### src/rtl/hub75_column_driver.sv
// HUB75 column driver: requests a two-half column payload, shifts it out as three
// binary-coded bit planes, latches each plane and enables the panel for a weighted time.
module hub75_column_driver #(
  parameter int unsigned NUM_ROWS      = 64,
  parameter int unsigned SCAN_RATE     = 32,
  parameter int unsigned RGB_RES       = 9,
  parameter int unsigned BASE_DISPLAY  = 32,
  parameter int unsigned READY_TIMEOUT = 1024
) (
  input  logic                                      clk_in,
  input  logic                                      rst_in,
  input  logic [1:0][NUM_ROWS-1:0][RGB_RES-1:0]     columns,
  input  logic [$clog2(SCAN_RATE)-1:0]              col_num,
  input  logic                                      data_valid,
  output logic                                      hub75_ready,
  output logic                                      r1,
  output logic                                      g1,
  output logic                                      b1,
  output logic                                      r2,
  output logic                                      g2,
  output logic                                      b2,
  output logic [$clog2(SCAN_RATE)-1:0]              addr,
  output logic                                      sclk,
  output logic                                      latch,
  output logic                                      oe_n
);

  localparam int unsigned AddrW = $clog2(SCAN_RATE);
  localparam int unsigned PixW  = $clog2(NUM_ROWS);
  localparam int unsigned WaitW = $clog2(READY_TIMEOUT + 1);
  localparam int unsigned DispW = $clog2((BASE_DISPLAY << 2) + 1);

  localparam logic [PixW-1:0]  PixLast  = PixW'(NUM_ROWS - 1);
  localparam logic [WaitW-1:0] WaitLast = WaitW'(READY_TIMEOUT - 1);

  typedef enum logic [2:0] {
    StReq,
    StWaitData,
    StShift,
    StLatch,
    StDisplay
  } state_e;

  typedef logic [1:0][NUM_ROWS-1:0][RGB_RES-1:0] payload_t;

  state_e               state_q, state_d;
  logic [WaitW-1:0]     wait_cnt_q, wait_cnt_d;
  logic [DispW-1:0]     disp_cnt_q, disp_cnt_d;
  logic [PixW-1:0]      pix_cnt_q, pix_cnt_d;
  logic                 phase_q, phase_d;
  logic [1:0]           plane_q, plane_d;
  payload_t             pix_buf_q, pix_buf_d;
  logic [AddrW-1:0]     addr_buf_q, addr_buf_d;

  // Pin registers: every pin is a flop so the connector sees glitch-free edges.
  logic                 ready_q, ready_d;
  logic                 sclk_q, sclk_d;
  logic                 latch_q, latch_d;
  logic                 oe_n_q, oe_n_d;
  logic [5:0]           rgb_q, rgb_d;
  logic [AddrW-1:0]     addr_q, addr_d;

  logic [DispW-1:0]     disp_len;
  logic [DispW-1:0]     disp_last;
  logic [RGB_RES-1:0]   upper_px;
  logic [RGB_RES-1:0]   lower_px;

  // Returns {r, g, b} for the given bit plane of one pixel.
  function automatic logic [2:0] plane_bits(input logic [RGB_RES-1:0] px,
                                            input logic [1:0]         pl);
    logic [2:0] bits;
    unique case (pl)
      2'd0:    bits = {px[6], px[3], px[0]};
      2'd1:    bits = {px[7], px[4], px[1]};
      2'd2:    bits = {px[8], px[5], px[2]};
      default: bits = 3'b000;
    endcase
    return bits;
  endfunction

  assign disp_len  = DispW'(BASE_DISPLAY) << plane_q;
  assign disp_last = disp_len - DispW'(1);
  assign upper_px  = pix_buf_q[0][pix_cnt_q];
  assign lower_px  = pix_buf_q[1][pix_cnt_q];

  always_comb begin
    state_d    = state_q;
    wait_cnt_d = wait_cnt_q;
    disp_cnt_d = disp_cnt_q;
    pix_cnt_d  = pix_cnt_q;
    phase_d    = phase_q;
    plane_d    = plane_q;
    pix_buf_d  = pix_buf_q;
    addr_buf_d = addr_buf_q;
    ready_d    = 1'b0;
    sclk_d     = 1'b0;
    latch_d    = 1'b0;
    oe_n_d     = 1'b1;
    rgb_d      = rgb_q;
    addr_d     = addr_q;

    unique case (state_q)
      StReq: begin
        ready_d    = 1'b1;
        wait_cnt_d = '0;
        state_d    = StWaitData;
      end

      StWaitData: begin
        // A strobe on the expiry cycle still wins over the re-request.
        if (data_valid) begin
          pix_buf_d  = columns;
          addr_buf_d = col_num;
          plane_d    = 2'd0;
          pix_cnt_d  = PixLast;
          phase_d    = 1'b0;
          state_d    = StShift;
        end else if (wait_cnt_q == WaitLast) begin
          state_d = StReq;
        end else begin
          wait_cnt_d = wait_cnt_q + WaitW'(1);
        end
      end

      StShift: begin
        if (!phase_q) begin
          rgb_d   = {plane_bits(upper_px, plane_q), plane_bits(lower_px, plane_q)};
          phase_d = 1'b1;
        end else begin
          sclk_d  = 1'b1;
          phase_d = 1'b0;
          if (pix_cnt_q == '0) begin
            state_d = StLatch;
          end else begin
            pix_cnt_d = pix_cnt_q - PixW'(1);
          end
        end
      end

      StLatch: begin
        latch_d    = 1'b1;
        addr_d     = addr_buf_q;
        disp_cnt_d = '0;
        state_d    = StDisplay;
      end

      StDisplay: begin
        oe_n_d = 1'b0;
        if (disp_cnt_q == disp_last) begin
          if (plane_q == 2'd2) begin
            state_d = StReq;
          end else begin
            plane_d   = plane_q + 2'd1;
            pix_cnt_d = PixLast;
            phase_d   = 1'b0;
            state_d   = StShift;
          end
        end else begin
          disp_cnt_d = disp_cnt_q + DispW'(1);
        end
      end

      default: state_d = StReq;
    endcase
  end

  always_ff @(posedge clk_in) begin
    if (rst_in) begin
      state_q    <= StReq;
      wait_cnt_q <= '0;
      disp_cnt_q <= '0;
      pix_cnt_q  <= '0;
      phase_q    <= 1'b0;
      plane_q    <= 2'd0;
      pix_buf_q  <= '0;
      addr_buf_q <= '0;
      ready_q    <= 1'b0;
      sclk_q     <= 1'b0;
      latch_q    <= 1'b0;
      oe_n_q     <= 1'b1;
      rgb_q      <= '0;
      addr_q     <= '0;
    end else begin
      state_q    <= state_d;
      wait_cnt_q <= wait_cnt_d;
      disp_cnt_q <= disp_cnt_d;
      pix_cnt_q  <= pix_cnt_d;
      phase_q    <= phase_d;
      plane_q    <= plane_d;
      pix_buf_q  <= pix_buf_d;
      addr_buf_q <= addr_buf_d;
      ready_q    <= ready_d;
      sclk_q     <= sclk_d;
      latch_q    <= latch_d;
      oe_n_q     <= oe_n_d;
      rgb_q      <= rgb_d;
      addr_q     <= addr_d;
    end
  end

  assign hub75_ready = ready_q;
  assign sclk        = sclk_q;
  assign latch       = latch_q;
  assign oe_n        = oe_n_q;
  assign addr        = addr_q;
  assign {r1, g1, b1, r2, g2, b2} = rgb_q;

endmodule

### config.mk
export PLATFORM = sky130hd
export DESIGN_NAME = hub75_column_driver
export DESIGN_NICKNAME = d
export VERILOG_FILES = /design/src/rtl/hub75_column_driver.sv
export SDC_FILE = /design/constraint.sdc
export NUM_CORES = 2
export LEC_CHECK = 0
export CORE_AREA = 5 5 448 450
export CTS_CLUSTER_SIZE = 12
export DETAILED_ROUTE_END_ITERATION = 16
export DIE_AREA = 0 0 453 455
export SLEW_MARGIN = 30
export SYNTH_ARGS = -nofsm -noshare
export SYNTH_HDL_FRONTEND = slang
export SYNTH_SLANG_ARGS = --single-unit
### constraint.sdc
create_clock -name clk_in -period 2.5 [get_ports clk_in]
set_clock_uncertainty 0.1 [all_clocks]
set_input_delay 0.375 -clock clk_in [delete_from_list [all_inputs] [get_ports clk_in]]
set_output_delay 0.375 -clock clk_in [all_outputs]
set_load 0.05 [all_outputs]
==> reports/metrics.cfg <==
[drt]
ant_nets = 0
drt_iter0_drc = 4942
routedWlPerCell_um = 25.5
vias_per_cell = 4.92
drt_wl_total_um = 265000
routed-via-count = 51124
drc = 0
drtPass1Iterations = 5

[finish]
final_common_cell = nand2_1
finalNonFillerCells = 10390
area_growth_pct = 51.6
layout-drive-gt1-share = 0.127
final_cell_mix = nand2_1, a21oi_1, dfxtp_1, clkdlybuf4s50_1, dlygate4sd3_1
nNetsFinal = 8803

[die]
core_um2 = 196000
fp.dieArea_um2 = 206000
row_count = 163
io_pins = 1175
dieWidth_um = 453
die_h_um = 455
start_util = 0.258

[timing]
maxSlewViolCount = 0
whs_ns = 0.0498
max_freq_ghz = 0.354
fin_ws_ns = -0.324
finalCriticalPeriod_ns = 2.82
period_share = 1.13
rsz0062_at_grt = true
max_slew_margin = 0.234
hold_viol_final = 0
tightest_slew_ns = 1.15
setup_viol = 6

[critical_path]
critical_path_required_ns = 3.07
cp_common_cell = a31oi_1
path_buf_inv = 4
slowest_delay_ns = 0.56
r2r_slack_ns = -0.32
cp_max_fo = 11
slowest_stage = mux4_2
critPathLaunchType = register
path_cells = buf_12 > buf_8 > buf_16 > buf_6 > mux4_2 > a22o_1 > a211oi_2 > a211oi_4 > a31oi_1 > a31oi_1
critPathCaptureType = register
crit_arrival_ns = 3.40
crit_family = compound AO/OA/AOI/OAI gates
path_class = reg2reg

[run_status]
run_status = complete, but fails checks
violations = negative setup slack

[power_and_ir_drop]
power.switching_uw = 19000
p_per_area_nw_per_um2 = 771
peakVddDrop_mv = 0.797
total_power_uw = 59200
combPwrFrac = 0.286
leakage_uw = 0.0267
clock_power_share = 0.349
p_int_uw = 40200
power_frac_seq = 0.365
swShare = 0.321

[clocking]
htree_levels = 4
cts_buffers = 139
cts_tree = yes
path_clk_slew_ns = 0.06
root_buffer = clkbuf_16
insertion_delay_ns = 0.83
clock_path_buffers = 3
cts_sinks = 1203

[logic_synthesis]
ys_ff_latch = 1203
syn-num-nets = 7245
postSynth.asyncResetShare = 0
synth_edf_count = 0
synth.area.top_cells = dfxtp_1, nand2_1, a21oi_1, mux4_2, clkbuf_1
ys.flop_type = dfxtp_1
ys_seq_area_frac = 0.476
synth_cells = 6076
synth_top_area_share = 0.476
syn_area_um2 = 50600
synth_top_area_cell = dfxtp_1
synth.distinct_cells = 62
avgSynthCellArea_um2 = 8.33
yosys_warnings = 0

[grt]
track_usage = 0.243
overflow = 0
antenna_found_initial = 37
grt_max_degree = 209
grt_pass1_vias = 50676
grt_first_pass_wirelength_um = 362000

[placed_design]
place_inst = 9754
io_buffer_count = 1174
dp_hpwl_um = 207000
finalWeightedCongestion = 0.945

[run]
cap_viol_max_count = 0

[worst_hold_path]
hold_class = in2reg

-- logic make-up (layout without fill, tap and decap cells) --
family | count (synthesis) | count (layout) | synth area share
simple gates | 2536 | 2536 | 0.194
compound gates | 1414 | 1414 | 0.151
flops | 1203 | 1203 | 0.476
buf+inv | 520 | 2177 | 0.0438
mux | 375 | 375 | 0.131
xor+xnor | 19 | 19 | 0.00329
fa+ha+maj | 9 | 9 | 0.00222
other cells | 0 | 17 | 0
-- what timing repair did --
action                                  CTS  global route
hold buffers                            340             0
cloned                                   10             1
pin swaps                                26            28
gates resized for setup                 130            80
hold endpoints to repair                346             0
endpoints found under the setup margin   14            17
buffers inserted                         22            11
-- cell usage after synthesis (all sizes together), types with 3 or more instances --
cell type,count
nand2,2378
a21oi,1213
dfxtp,1203
clkbuf,423
mux4,227
mux2i,143
buf,87
nor2,45
o221ai,44
a22oi,36
a211oi,33
nand3,32
o21ai,19
nor3,17
a22o,13
a31oi,11
xor2,11
inv,10
o22ai,10
ha,9
nand4,9
nor2b,8
xnor2,8
nand2b,7
and2,6
and3,6
a21o,5
a221oi,5
mux2,5
nor4,5
or3,5
a2111oi,4
nor3b,4
o211ai,4
or3b,4
and4,3
o21a,3
-- metrics by stage --
stage	utilization	cell area (um2)	setup WS (ns)	TNS [ns]
detailed placement	0.343	67300	-1.20	-99.97
floorplan	-	50600	0.0283	0
finish	0.391	76800	-0.324	-1.50
global route	0.391	76800	-0.378	-2.17
CTS	0.389	76300	-0.311	-1.70
global placement	0.343	67300	-1.20	-94.71
-- state kept, by name, indices dropped and copies added, names as in the netlist --
register	flops
plane_q	2
pix_cnt_q	6
wait_cnt_q	11
phase_q	1
latch	1
rgb_q	6
addr	5
disp_cnt_q	8
addr_buf_q	5
state_q	3
sclk	1
pix_buf_q	1152
oe_n	1
hub75_ready	1
-- power groups by stage --
stage	registers (uW)	clock network, uW	logic [uW]
2_1_floorplan	21500	0	7390
3_3_place_gp	22000	0	15000
3_5_place_dp	22000	0	15100
4_1_cts	21500	21000	16800
5_1_grt	21700	21800	17900
6_report	21600	20600	16900
-- worst paths after layout --
check                      start              to  cells past startpoint
setup reg to reg    pix_cnt_q[0]        rgb_q[0]                     10
hold reg to reg   pix_buf_q[779]  pix_buf_q[779]                      2
setup / recovery    pix_cnt_q[0]        rgb_q[0]                     10
hold / removal       columns[10]   pix_buf_q[10]                      3
-- metal layers --
| metal | part of all wire | GRT usage |
|---|---|---|
| met1 | 0.40 | 0.297 |
| met5 | 0.00026 | 0 |
| met3 | 0.061 | 0.0407 |
| met2 | 0.49 | 0.419 |
| met4 | 0.048 | 0.110 |
-- final cells by class --
cell class | instances | area (um2)
Fill cell | 19577 | 119000
Multi-Input combinational cell | 4353 | 25000
Sequential cell | 1203 | 24100
Timing Repair Buffer | 1927 | 19700
Clock buffer | 197 | 3980
Tap cell | 2640 | 3300
Clock inverter | 43 | 613
Antenna cell | 17 | 42.5
Inverter | 10 | 40.0
-- tightest hold or removal path, delay by kind of cell --
family / cells / cell delay, ns
AO/OA/AOI/OAI: 1 / 0.05
buffers and inverters: 1 / 0.40
AND/OR/NAND/NOR: 1 / 0.06
Power figures use the tool's default switching activity.
